===== src/rtl/pri_pkg.sv =====
// Shared definitions for the 256-bit priority encoder/decoder pair:
// widths, decoder FSM states and a one-hot helper.
package pri_pkg;

  localparam int PRI_W  = 256;
  localparam int PRI_IW = 8;

  typedef enum logic [1:0] {
    ST_IDLE    = 2'd0,
    ST_COLLECT = 2'd1,
    ST_HOLD    = 2'd2
  } pri_state_t;

  function automatic logic [PRI_W-1:0] onehot(input logic [PRI_IW-1:0] idx);
    logic [PRI_W-1:0] v;
    v      = '0;
    v[idx] = 1'b1;
    return v;
  endfunction

endpackage


===== src/rtl/pri_onehot_dec.sv =====
// Combinational index -> one-hot decoder; in_range is low for indices
// at or beyond W, in which case no bit is driven.
module pri_onehot_dec
  import pri_pkg::*;
#(
  parameter int W  = PRI_W,
  parameter int IW = PRI_IW
) (
  input  logic [IW-1:0] idx,
  output logic [W-1:0]  onehot_vec,
  output logic          in_range
);

  // decode one index into a single set bit
  always_comb begin
    onehot_vec = '0;
    in_range   = 1'b0;
    if (32'(idx) < 32'(W)) begin
      in_range        = 1'b1;
      onehot_vec[idx] = 1'b1;
    end else begin
      in_range   = 1'b0;
      onehot_vec = '0;
    end
  end

endmodule


===== src/rtl/pri_decoder256.sv =====
// Rebuilds a W-bit request vector from a stream of bit indices and holds
// the finished vector, its popcount and an error flag until consumed.
module pri_decoder256
  import pri_pkg::*;
#(
  parameter int W  = PRI_W,
  parameter int IW = PRI_IW
) (
  input  logic          clk,
  input  logic          rst,
  input  logic          in_valid,
  output logic          in_ready,
  input  logic [IW-1:0] in_idx,
  input  logic          in_last,
  output logic          out_valid,
  input  logic          out_ready,
  output logic [W-1:0]  out_vec,
  output logic [IW:0]   out_count,
  output logic          out_err
);

  pri_state_t    state_r, state_nxt_s;
  logic [W-1:0]  acc_r, acc_nxt_s;
  logic [IW:0]   cnt_r, cnt_nxt_s;
  logic          err_r, err_nxt_s;
  logic [W-1:0]  out_vec_r;
  logic [IW:0]   out_count_r;
  logic          out_err_r;
  logic [W-1:0]  dec_vec_s;
  logic          dec_ok_s;
  logic          beat_s;
  logic          dup_s;
  logic          in_ready_s;
  logic          out_valid_s;

  pri_onehot_dec #(.W(W), .IW(IW)) u_dec (
    .idx        (in_idx),
    .onehot_vec (dec_vec_s),
    .in_range   (dec_ok_s)
  );

  assign beat_s = in_valid && in_ready_s;
  assign dup_s  = |(acc_r & dec_vec_s);

  // FSM state register
  always_ff @(posedge clk or posedge rst) begin
    if (rst) begin
      state_r <= ST_IDLE;
    end else begin
      state_r <= state_nxt_s;
    end
  end

  // FSM next-state logic
  always_comb begin
    state_nxt_s = state_r;
    case (state_r)
      ST_IDLE: begin
        if (beat_s) begin
          state_nxt_s = in_last ? ST_HOLD : ST_COLLECT;
        end else begin
          state_nxt_s = ST_IDLE;
        end
      end
      ST_COLLECT: begin
        if (beat_s && in_last) begin
          state_nxt_s = ST_HOLD;
        end else begin
          state_nxt_s = ST_COLLECT;
        end
      end
      ST_HOLD: begin
        if (out_ready) begin
          state_nxt_s = ST_IDLE;
        end else begin
          state_nxt_s = ST_HOLD;
        end
      end
      default: state_nxt_s = ST_IDLE;
    endcase
  end

  // FSM outputs: handshake flags depend on state only
  always_comb begin
    in_ready_s  = 1'b1;
    out_valid_s = 1'b0;
    case (state_r)
      ST_IDLE, ST_COLLECT: begin
        in_ready_s  = 1'b1;
        out_valid_s = 1'b0;
      end
      ST_HOLD: begin
        in_ready_s  = 1'b0;
        out_valid_s = 1'b1;
      end
      default: begin
        in_ready_s  = 1'b1;
        out_valid_s = 1'b0;
      end
    endcase
  end

  // Accumulator update for one beat; duplicates and out-of-range set the flag
  always_comb begin
    acc_nxt_s = acc_r;
    cnt_nxt_s = cnt_r;
    err_nxt_s = err_r;
    if (beat_s) begin
      if (!dec_ok_s || dup_s) begin
        err_nxt_s = 1'b1;
      end else begin
        acc_nxt_s = acc_r | dec_vec_s;
        cnt_nxt_s = cnt_r + (IW+1)'(1);
      end
    end else begin
      acc_nxt_s = acc_r;
    end
  end

  // Accumulator, counter, error flag and the presented result
  always_ff @(posedge clk or posedge rst) begin
    if (rst) begin
      acc_r       <= '0;
      cnt_r       <= '0;
      err_r       <= 1'b0;
      out_vec_r   <= '0;
      out_count_r <= '0;
      out_err_r   <= 1'b0;
    end else if (state_r == ST_HOLD) begin
      if (out_ready) begin
        acc_r       <= '0;
        cnt_r       <= '0;
        err_r       <= 1'b0;
        out_vec_r   <= '0;
        out_count_r <= '0;
        out_err_r   <= 1'b0;
      end
    end else begin
      acc_r <= acc_nxt_s;
      cnt_r <= cnt_nxt_s;
      err_r <= err_nxt_s;
      if (beat_s && in_last) begin
        out_vec_r   <= acc_nxt_s;
        out_count_r <= cnt_nxt_s;
        out_err_r   <= err_nxt_s;
      end
    end
  end

  assign in_ready  = in_ready_s;
  assign out_valid = out_valid_s;
  assign out_vec   = out_vec_r;
  assign out_count = out_count_r;
  assign out_err   = out_err_r;

endmodule


===== config.mk =====
export PLATFORM = sky130hd
export DESIGN_NAME = pri_decoder256
export DESIGN_NICKNAME = d
export VERILOG_FILES = /design/src/rtl/pri_pkg.sv /design/src/rtl/pri_onehot_dec.sv /design/src/rtl/pri_decoder256.sv
export SDC_FILE = /design/constraint.sdc
export NUM_CORES = 1
export LEC_CHECK = 0
export ABC_AREA = 0
export ABC_CLOCK_PERIOD_IN_PS = 24000
export CAP_MARGIN = 25
export CORE_MARGIN = 2
export CORE_UTILIZATION = 46
export DETAILED_ROUTE_END_ITERATION = 8
export PLACE_DENSITY = 0.68
export SLEW_MARGIN = 20
export SYNTH_ARGS = -nofsm -noshare
export SYNTH_HDL_FRONTEND = slang
export SYNTH_HIERARCHICAL = 1
export SYNTH_SLANG_ARGS = --single-unit

===== constraint.sdc =====
create_clock -name clk -period 24 [get_ports clk]
set_input_delay 2.4 -clock clk [delete_from_list [all_inputs] [get_ports clk]]
set_output_delay 2.4 -clock clk [all_outputs]
set_load 0.03 [all_outputs]

After elaboration in Yosys (flattened, before gate mapping)
Cells that the tools add are included.
{"block": "totals", "memories": 0, "word_cells": 49, "input_bits": 13, "mem_bits_rw": 0, "mem_bits_ro": 0, "latchBits": 0, "out_inout_bits": 268, "reg_bits": 534}
{"block": "classes", "magnitude_cmp": 2, "n_div": 0, "shifts": 0, "n_reduce_logical": 7, "bitwise": 2, "addsub": 1, "n_eq_ne": 3, "n_mul": 0, "n_mux": 27}
{"op": "$mux W256", "n": 6}
{"op": "$and A256 B256 Y256", "n": 1}
{"op": "$or A256 B256 Y256", "n": 1}
{"op": "$reduce_or A256 Y1", "n": 1}
{"op": "$mux W9", "n": 6}
{"op": "$add A9 B1 Y9 const B", "n": 1}
{"op": "$lt A8 B9 Y1 const B", "n": 1}
{"op": "$mux W1", "n": 9}
{"op": "$demux W1 S8", "n": 1}
{"op": "$ge A8 B1 Y1 const B", "n": 1}
{"op": "$mux W2", "n": 4}
{"op": "$pmux W2 S3", "n": 1}
{"op": "$logic_and A1 B1 Y1", "n": 3}
{"op": "$eq A2 B1 Y1 const B", "n": 1}
{"op": "$eq A2 B2 Y1 const B", "n": 1}
{"op": "$logic_not A2 Y1", "n": 1}
{"op": "$ne A2 B2 Y1 const B", "n": 1}
{"op": "$reduce_and A2 Y1", "n": 1}
{"op": "$reduce_bool A2 Y1", "n": 1}

Depth between registers and ports, before layout
Gate-level depths: netlist (run 1).
{"block": "logic_depth", "ltp_word": 10, "ltp_mapped": 15, "depth_no_buf": 9}

Hierarchy
The synthesis (run 1) kept the hierarchy.
{"module": "pri_decoder256", "area_each_um2": 22759.3, "instances": 1, "seq_area_each_um2": 13362.8, "cells_per_inst": 2130}
{"module": "pri_onehot_dec", "area_each_um2": 1684.1, "instances": 1, "seq_area_each_um2": 0.0, "cells_per_inst": 352}

Least setup slack after synthesis (run 1)
No wires, ideal clock.
{"block": "synth_path", "path_type": "in2reg", "startpoint": "input port in_idx[0]", "endpoint": "register out_count_r[2] (netlist: out_count[2])", "stages": 14, "arrival_time_ns": 5.440, "setup_ns": 0.133, "required_ns": 23.867, "slack_ns": 18.427, "n_path_buf": 5, "cell_sequence": "buf_2 nand4b_1 clkbuf_1 nor2_1 a22o_1 a221oi_1 nand4_1 or4_1 or3_1 clkbuf_1 nor3_4 buf_4 buf_4 o211ai_1"}
{"block": "synth_between", "elab_chain_cells": 10}
{"element": "start, declared", "line": "pri_decoder256.sv:13", "text": "input logic [IW-1:0] in_idx,"}
{"element": "$lt A8 B9 Y1 (not written as such) or $ge A8 B1 Y1 (tied branches)", "line": "pri_onehot_dec.sv:20", "text": "onehot_vec[idx] = 1'b1;"}
{"element": "$logic_and A1 B1 Y1 (not written as such)", "line": "pri_onehot_dec.sv:20"}
{"element": "$mux W1 (not written as such)", "line": "pri_onehot_dec.sv:20"}
{"element": "$demux W1 S8 (*)"}
{"element": "net dec_vec_s[75]", "line": "pri_decoder256.sv:29", "text": "logic [W-1:0] dec_vec_s;"}
{"element": "$and A256 B256 Y256 (*)", "line": "pri_decoder256.sv:43", "text": "assign dup_s = |(acc_r & dec_vec_s);"}
{"element": "$reduce_or A256 Y1 (*)", "line": "pri_decoder256.sv:43"}
{"element": "$mux W9 (*)", "line": "pri_decoder256.sv:109", "text": "if (!dec_ok_s || dup_s) begin"}
{"element": "$mux W9 (*)", "line": "pri_decoder256.sv:108", "text": "if (beat_s) begin"}
{"element": "$mux W9 (*)", "line": "pri_decoder256.sv:142", "text": "if (beat_s && in_last) begin"}
{"element": "$mux W9 (*)", "line": "pri_decoder256.sv:129", "text": "end else if (state_r == ST_HOLD) begin"}
{"element": "end signal, assigned", "line": "pri_decoder256.sv:144", "text": "out_count_r <= cnt_nxt_s;"}
{"element": "end, declared", "line": "pri_decoder256.sv:27", "text": "logic [IW:0] out_count_r;"}
The timed path passes the listed nets; every way through them passes the cells marked *. The select of a mux whose other input is x is not followed.
A chain may end at the register's enable or synchronous reset.

Worst setup path after layout (run 1)
{"block": "layout_path", "startpoint": "input port in_idx[4]", "endpoint": "register out_vec_r[22] (netlist: out_vec[22])"}
{"block": "layout_between", "elab_chain_cells": 10}
{"element": "$lt A8 B9 Y1 (not written as such) or $ge A8 B1 Y1 (tied branches)", "line": "pri_onehot_dec.sv:20"}
{"element": "$logic_and A1 B1 Y1 (not written as such)", "line": "pri_onehot_dec.sv:20"}
{"element": "$mux W1 (not written as such)", "line": "pri_onehot_dec.sv:20"}
{"element": "$demux W1 S8 (*)"}
{"element": "net dec_vec_s[75]", "line": "pri_decoder256.sv:29"}
{"element": "$and A256 B256 Y256 (*)", "line": "pri_decoder256.sv:43"}
{"element": "$reduce_or A256 Y1 (*)", "line": "pri_decoder256.sv:43"}
{"element": "$mux W256 (*)", "line": "pri_decoder256.sv:109"}
{"element": "$mux W256 (*)", "line": "pri_decoder256.sv:108"}
{"element": "$mux W256 (*)", "line": "pri_decoder256.sv:142"}
{"element": "$mux W256 (*)", "line": "pri_decoder256.sv:129"}
{"element": "end signal, assigned", "line": "pri_decoder256.sv:143", "text": "out_vec_r <= acc_nxt_s;"}
{"element": "end, declared", "line": "pri_decoder256.sv:26", "text": "logic [W-1:0] out_vec_r;"}
Marked as above.

==> reports/results.txt, run 1 <==
Largest net degree at the start of global routing -> 249
Setup TNS -> 0 ns
EDFF count, synth -> 0
Post-route DRC -> 0
Cells after synthesis -> 2,482
Clk_skew -> 0.0319 ns
Compound-Gate Fraction of Synth Area -> 0.294
Max Clk Rate -> 128 MHz
Static Leak -> 12.0 nW
Clock root cell -> clkbuf_16
Dpl hpwl -> 63,200 µm
Mapped Area -> 0.0244 mm²
Synth warn -> 6
Clk pin slew, worst setup/hold paths -> 0.06 ns
Vias/cell -> 6.85
Filler instances -> 4,565
CTS resizes -> 0
CTS max path bufs -> 3
Largest family of logic cells by synthesized area -> compound AO/OA/AOI/OAI gates
Syn avg cell area -> 9.85 µm²
Post-Route Utilization -> 0.561
Initial core utilization -> 0.465
Post-CTS setup buffers -> 0
Final period util -> 0.325
I/O Buffers -> 280
Status -> completed
Syn Nets -> 2,496
Final instance area -> 0.0295 mm²
Top Ports -> 281
Most used DFF post-synth -> dfrtp_1
Vias -> 22,923
FP Rows -> 84
Grt total ovfl -> 0
Worst endpoint required time -> 24.57 ns
Placer Congestion -> 0.924
Starting DRT DRC Count -> 3,220
Pwr/cell area -> 95.4 mW/mm²
Vias in the first global route -> 21,484
Area after DPL -> 0.0274 mm²
CP Max Fanout -> 75
Maximum capacitance violations -> 0
Post-CTS Hold Buffers -> 0
WL per Instance -> 29.6 µm
Post-synthesis mux area share -> 0.00251
Adder-Cell Fraction of Synth Area -> 0.000512
WL final -> 99,000 µm
Final antenna-violating net count -> 0
Count of different cell masters after synthesis -> 46
CTS tree -> yes
DIE WIDTH -> 235 µm
Simple-gate share of the synthesized area -> 0.0994
Critical path startpoint category -> primary input
Setup Viol. Count Final -> 0
Antenna violations before repair -> 5
Maximum VDD drop -> 0.0000551 V
DIE AREA -> 0.0550 mm²
Area leader, netlist -> dfrtp_1
H-tree depth -> 2
Fin nets -> 2,623
Tmin final -> 7.81 ns
Max-slew violations -> 0
Sink Count -> 534
Worst Tran Pin Value -> 1.31 ns
Synth Register Bits -> 534
Total power -> 2.81 mW
Synth area leaders -> dfrtp_1 (55%), a21oi_1 (9.8%), a22o_1 (9.0%)
P&R area growth vs syn -> 20.5%
Final Hold Viols -> 0
Share of layout cells above drive strength 1 -> 0.0674
Clock Latency Late Sink -> 0.65 ns
Worst Hold Class -> flip-flop to flip-flop
Total track usage -> 0.356
Die Ht -> 235 µm
1st-pass router iterations -> 7
Worst setup path class -> primary input to flip-flop
Ys async rst share -> 1.00
RSZ-0062 raised after global routing -> false
Core box area -> 0.0526 mm²
Dpl cells -> 3,235
Crit end category -> flip-flop
Worst reg2reg setup slack -> 19.33 ns
Xor/xnor share of the synthesized area -> 0
Relative slew slack -> 0.125
Top cell type's share of synthesized area -> 0.547
WP data arrival -> 8.38 ns
First-pass GRT wire length -> 144,000 µm
Non-filler cells, final -> 3,344
Number of buffers created by CTS -> 56
Register area share after synthesis -> 0.547
[critical path, cell delays in order]
cell             delay [ns]
clkdlybuf4s50_1        0.78
or4b_1                 0.46
buf_4                  0.36
nor2_1                 0.11
a22o_1                 0.24
a221oi_1               0.68
nand4_1                0.19
or4_1                  0.66
nor3_2                 0.24
buf_4                  0.72
buf_4                  0.76
a31oi_1                0.41
a21oi_1                0.23
[where the power goes]
group          switching, mW  internal, mW  leakage (nW)  total, mW
combinational          0.465         0.262          4.04      0.727
sequential             0.122          1.02          6.97       1.14
clock                  0.384         0.557         0.969      0.941
[worst paths after layout]
path                                       startpoint  cells after the start                        to
worst max-delay path                        in_idx[4]                     13   out_vec[22]$_DFFE_PP0P_
worst min-delay path             state_r[1]$_DFF_PP0_                      1      state_r[0]$_DFF_PP0_
worst max register to register  acc_r[75]$_DFFE_PP0N_                      9   out_vec[22]$_DFFE_PP0P_
worst min register to register   state_r[1]$_DFF_PP0_                      1      state_r[0]$_DFF_PP0_
max in group asynchronous                         rst                      4  out_vec[102]$_DFFE_PP0P_
min in group asynchronous                         rst                      2  out_vec[182]$_DFFE_PP0P_
[metrics by stage]
stage	hold slack, ns	worst slack [ns]
after floorplan	0.421	6.68
after global placement	0.446	15.65
after detailed placement	0.464	15.87
after CTS	0.473	16.52
after global routing	0.468	16.15
final	0.483	16.19
[logic make-up after synthesis]
kind of cell | count (synthesis)
AOI/OAI and AO/OA | 1125
DFF | 534
and+or+nand+nor | 504
buffers and inverters | 311
muxes | 6
adders and majority gates | 1
other | 1
[area by class of cell]
| type | instances | area, µm² | share of cell area |
|---|---|---|---|
| multi-input combinational | 1637 | 9740 | 0.331 |
| timing repair buffer | 335 | 3340 | 0.113 |
| sequential | 534 | 13400 | 0.454 |
| clock buffer | 83 | 1630 | 0.0554 |
| clock inverter | 20 | 338 | 0.0115 |
| inverter | 45 | 176 | 0.00599 |
| tap | 688 | 861 | 0.0292 |
| antenna | 2 | 5.00 | 0.000170 |
[cells in the final DEF (no fill, tap or decap), types with 8 or more instances in the layout]
cell             netlist  layout
a22oi_1               44      44
buf_4                 21      45
bufinv_16              0       8
clkbuf_8               0      13
a31oi_1              261     261
nor2_2                18      18
nor2_1               247     246
a221oi_1              35      35
nand4_1               41      41
clkbuf_1             173      14
inv_1                 45      44
dfrtp_1              534     534
nand3_1               63      63
clkdlybuf4s50_1        0     280
nand4bb_1             12       9
a21oi_1              478     478
a22o_1               252     252
clkbuf_16              0      56
o211ai_1               9       9
nor3_1                10       8
clkinv_2               0       8
nand2_1               68      67
o21ai_0               41      41
nand4b_1               9       9
[registers in the layout, indices dropped and copies added (netlist names)]
signal and flops:
state_r 2, cnt_r 9, acc_r 256, out_vec 256, err_r 1, out_count 9
out_err 1
[routing by layer]
layer  vias to the layer above  GRT usage  wire [µm]
met5                         -          0         32
met4                         6      0.192       6170
met3                       300     0.0902      10800
met2                      1471      0.506      42100
met1                     11545      0.499      39800
li1                       9601          -          -
[Yosys cell counts (10+ instances only)]
cell type,number
a22o_1,252
nor2_2,18
a221oi_1,35
nand3_1,63
a31oi_1,261
inv_1,45
nor3_1,10
nand4bb_1,12
nand4_1,41
nand2_1,68
a22oi_1,44
a21oi_1,478
buf_4,21
buf_6,10
nor2_1,247
clkbuf_1,173
o21ai_0,41
dfrtp_1,534
buf_2,54
No activity file was read; power rests on OpenSTA's default activity.
==> run 2, diff against run 1 <==
- ABC_CLOCK_PERIOD_IN_PS: 24000 -> 7790
- clock period: 24 -> 7.79 ns (I/O delays scaled with it)
==> run 2 against run 1 <==
Net effect:
- clock power rose to 3.0 times the previous value
- final cell count up 0.18%
- utilization up 0.16 points
- first-iteration DRC count decreased by 10%
- routed wire length down 2.4%
- worst hold slack worse by 0.019 ns
- global-route usage decreased by 0.82 points
- register-to-register slack got worse by 16 ns
- critical path depth shrank 2
- sequential power grew to 3.0 times the previous value
- largest cell class unchanged
- largest power group unchanged
- highest routed layer unchanged
==> reports/results.txt, run 2 (synthesis results as in run 1) <==
Worst setup path class -> primary input to flip-flop
WP buf/inv -> 2 (-2)
Hold Crit Start -> state_r[1]$_DFF_PP0_
Final instance area -> 0.0295 mm² (+0.29%)
I/O Buffers -> 280 (unchanged)
Register area -> 0.0134 mm² (unchanged)
Critical path startpoint category -> primary input
CTS resizes -> 0 (unchanged)
Worst Tran Pin Value -> 1.14 ns (-0.177 ns)
Commonest non-fill, non-tap cell in the layout -> dfrtp_1
Worst reg2reg setup slack -> 3.82 ns (-15.51 ns)
CP Depth -> 11 (-2)
Grt total ovfl -> 0 (unchanged)
Antenna violations before repair -> 3 (-2)
Post-route DRC -> 0 (unchanged)
Clock network power share -> 0.328 (-0.007)
Top Ports -> 281 (unchanged)
Initial core utilization -> 0.465 (unchanged)
Vias in the first global route -> 21,118 (-1.7%)
Post-CTS setup buffers -> 0 (unchanged)
Critical Path Start -> in_idx[2]
Share of layout cells above drive strength 1 -> 0.0711 (+0.00361)
Clock root cell -> clkbuf_16
Crit end category -> flip-flop
Core box area -> 0.0526 mm² (unchanged)
Dpl hpwl -> 64,700 µm (+2.4%)
First-pass GRT wire length -> 141,000 µm (-2.1%)
Tmin final -> 5.43 ns
DIE WIDTH -> 235 µm (unchanged)
Clock Latency Late Sink -> 0.62 ns (-0.03 ns)
Status -> completed
Reg2reg start -> acc_r[187]$_DFFE_PP0N_
Sink Count -> 534 (unchanged)
CP max-delay cell -> clkdlybuf4s50_1
Internal power -> 5.61 mW (+210%)
Static Leak -> 12.0 nW (+0.26%)
Worst Hold Class -> flip-flop to flip-flop
H-tree depth -> 2 (unchanged)
Worst-case reg-to-reg path depth -> 8 (-1)
Dpl cells -> 3,252 (+0.53%)
DIE AREA -> 0.0550 mm² (unchanged)
Multi-input logic area -> 0.00974 mm² (about the same)
Maximum VDD drop -> 0.000175 V (+220%)
Clk pin slew, worst setup/hold paths -> 0.06 ns (about the same)
Number of buffers created by CTS -> 55 (-1.8%)
Filler instances -> 4,630 (+1.4%)
WHS -> 0.464 ns (-0.0191 ns)
P&R area growth vs syn -> 20.9%
Critical path cell sequence -> clkdlybuf4s50_1 > nand4bb_2 > nor2_1 > a22o_1 > a221oi_1 > nand3_1 > or4_1 > or3_1 > nor3_4 > buf_12 > a22o_1
Total track usage -> 0.348 (-0.00824)
CTS max path bufs -> 3 (unchanged)
Setup Viol. Count Final -> 0 (unchanged)
Setup crit end -> acc_r[52]$_DFFE_PP0N_
Area after DPL -> 0.0276 mm² (+0.82%)
Setup TNS -> 0 ns (unchanged)
WL final -> 96,600 µm (-2.4%)
Final Hold Viols -> 0 (unchanged)
WL per Instance -> 28.8 µm (-2.6%)
CP Max Fanout -> 117 (+56%)
1st-pass router iterations -> 6 (-1)
Logic pwr share -> 0.265 (+0.006)
Slowest stage delay, CP -> 0.73 ns (-0.05 ns)
CP top delay family -> simple AND/OR/NAND/NOR gates
Non-filler cells, final -> 3,350 (+0.18%)
Fin nets -> 2,637 (+0.53%)
Maximum capacitance violations -> 0 (unchanged)
RSZ-0062 raised after global routing -> false
Sequential Power Share -> 0.407 (about the same)
WP data arrival -> 5.97 ns (-2.41 ns)
Sw Ratio -> 0.339 (-0.00598)
Post-CTS Hold Buffers -> 0 (unchanged)
Worst endpoint required time -> 8.33 ns (-16.24 ns)
Vias/cell -> 6.71 (-2.1%)
Max Clk Rate -> 184 MHz
Final period util -> 0.697
Die Ht -> 235 µm (unchanged)
Largest net degree at the start of global routing -> 229 (-8.0%)
Most frequent CP cell -> a22o_1
Reg-to-Reg End -> acc_r[52]$_DFFE_PP0N_
P_sw -> 2.88 mW (+200%)
Max-slew violations -> 0 (unchanged)
Relative slew slack -> 0.243 (+0.118)
Clk_skew -> 0.0218 ns (-0.0100 ns)
Starting DRT DRC Count -> 2,889 (-10%)
Vias -> 22,471 (-2.0%)
Most frequent cells in the layout -> dfrtp_1 (534), a21oi_1 (478), clkdlybuf4s50_1 (280), a31oi_1 (261), a22o_1 (252)
CTS tree -> yes
Placer Congestion -> 0.955 (+3.3%)
FP Rows -> 84 (unchanged)
Final antenna-violating net count -> 0 (unchanged)
Pwr/cell area -> 288 mW/mm² (+200%)
## run 2: changes by cell type in the layout (fill, tap and decap cells not counted), sizes merged
| cell | before | now |
|---|---|---|
| clkbuf | 83 | 75 |
| buf | 55 | 70 |
| clkinvlp | 0 | 6 |
| clkinv | 12 | 6 |
| bufinv | 8 | 7 |
## run 2: routing by layer
layer,GRT usage,share of wire,vias up
met4,0.174,0.059,4
met2,0.499,0.43,1373
met5,0,0.00025,-
met3,0.0936,0.11,261
met1,0.485,0.40,11221
li1,-,-,9612
## run 2: layout make-up
| class | instances | area share |
|---|---|---|
| inverters | 45 | 0.00584 |
| diodes | 2 | 0.000169 |
| clock inverters | 19 | 0.00970 |
| multi-input cells | 1637 | 0.330 |
| repair buffers | 350 | 0.120 |
| flip-flops and latches | 534 | 0.452 |
| well taps | 688 | 0.0291 |
| clock buffers | 75 | 0.0536 |
## run 2: worst min path at each step
stage | to | slack [ns] | cells past startpoint
floorplan | state_r[0]$_DFF_PP0_ | 0.42 | 1
global placement | state_r[0]$_DFF_PP0_ | 0.44 | 1
detailed placement | state_r[0]$_DFF_PP0_ | 0.46 | 1
CTS | state_r[0]$_DFF_PP0_ | 0.47 | 1
global route | state_r[0]$_DFF_PP0_ | 0.49 | 1
finish | state_r[0]$_DFF_PP0_ | 0.46 | 1
## run 2: power by group through the flow
stage          logic, mW  clock network, mW  registers, mW
5_1_grt             2.39               2.93           3.50
2_1_floorplan      0.671                  0           4.04
4_1_cts             2.25               2.80           3.46
3_3_place_gp        2.21                  0           3.49
6_report            2.25               2.79           3.46
3_5_place_dp        2.24                  0           3.50
## run 2: metrics by stage
stage                     setup slack [ns]  utilization  total power [mW]
after CTS                             2.62        0.561              8.51
after global routing                  2.35        0.562              8.82
final                                 2.36        0.562              8.50
after global placement                2.01        0.525              5.71
after detailed placement              2.01        0.525              5.73
after floorplan                     -0.249            -              4.71
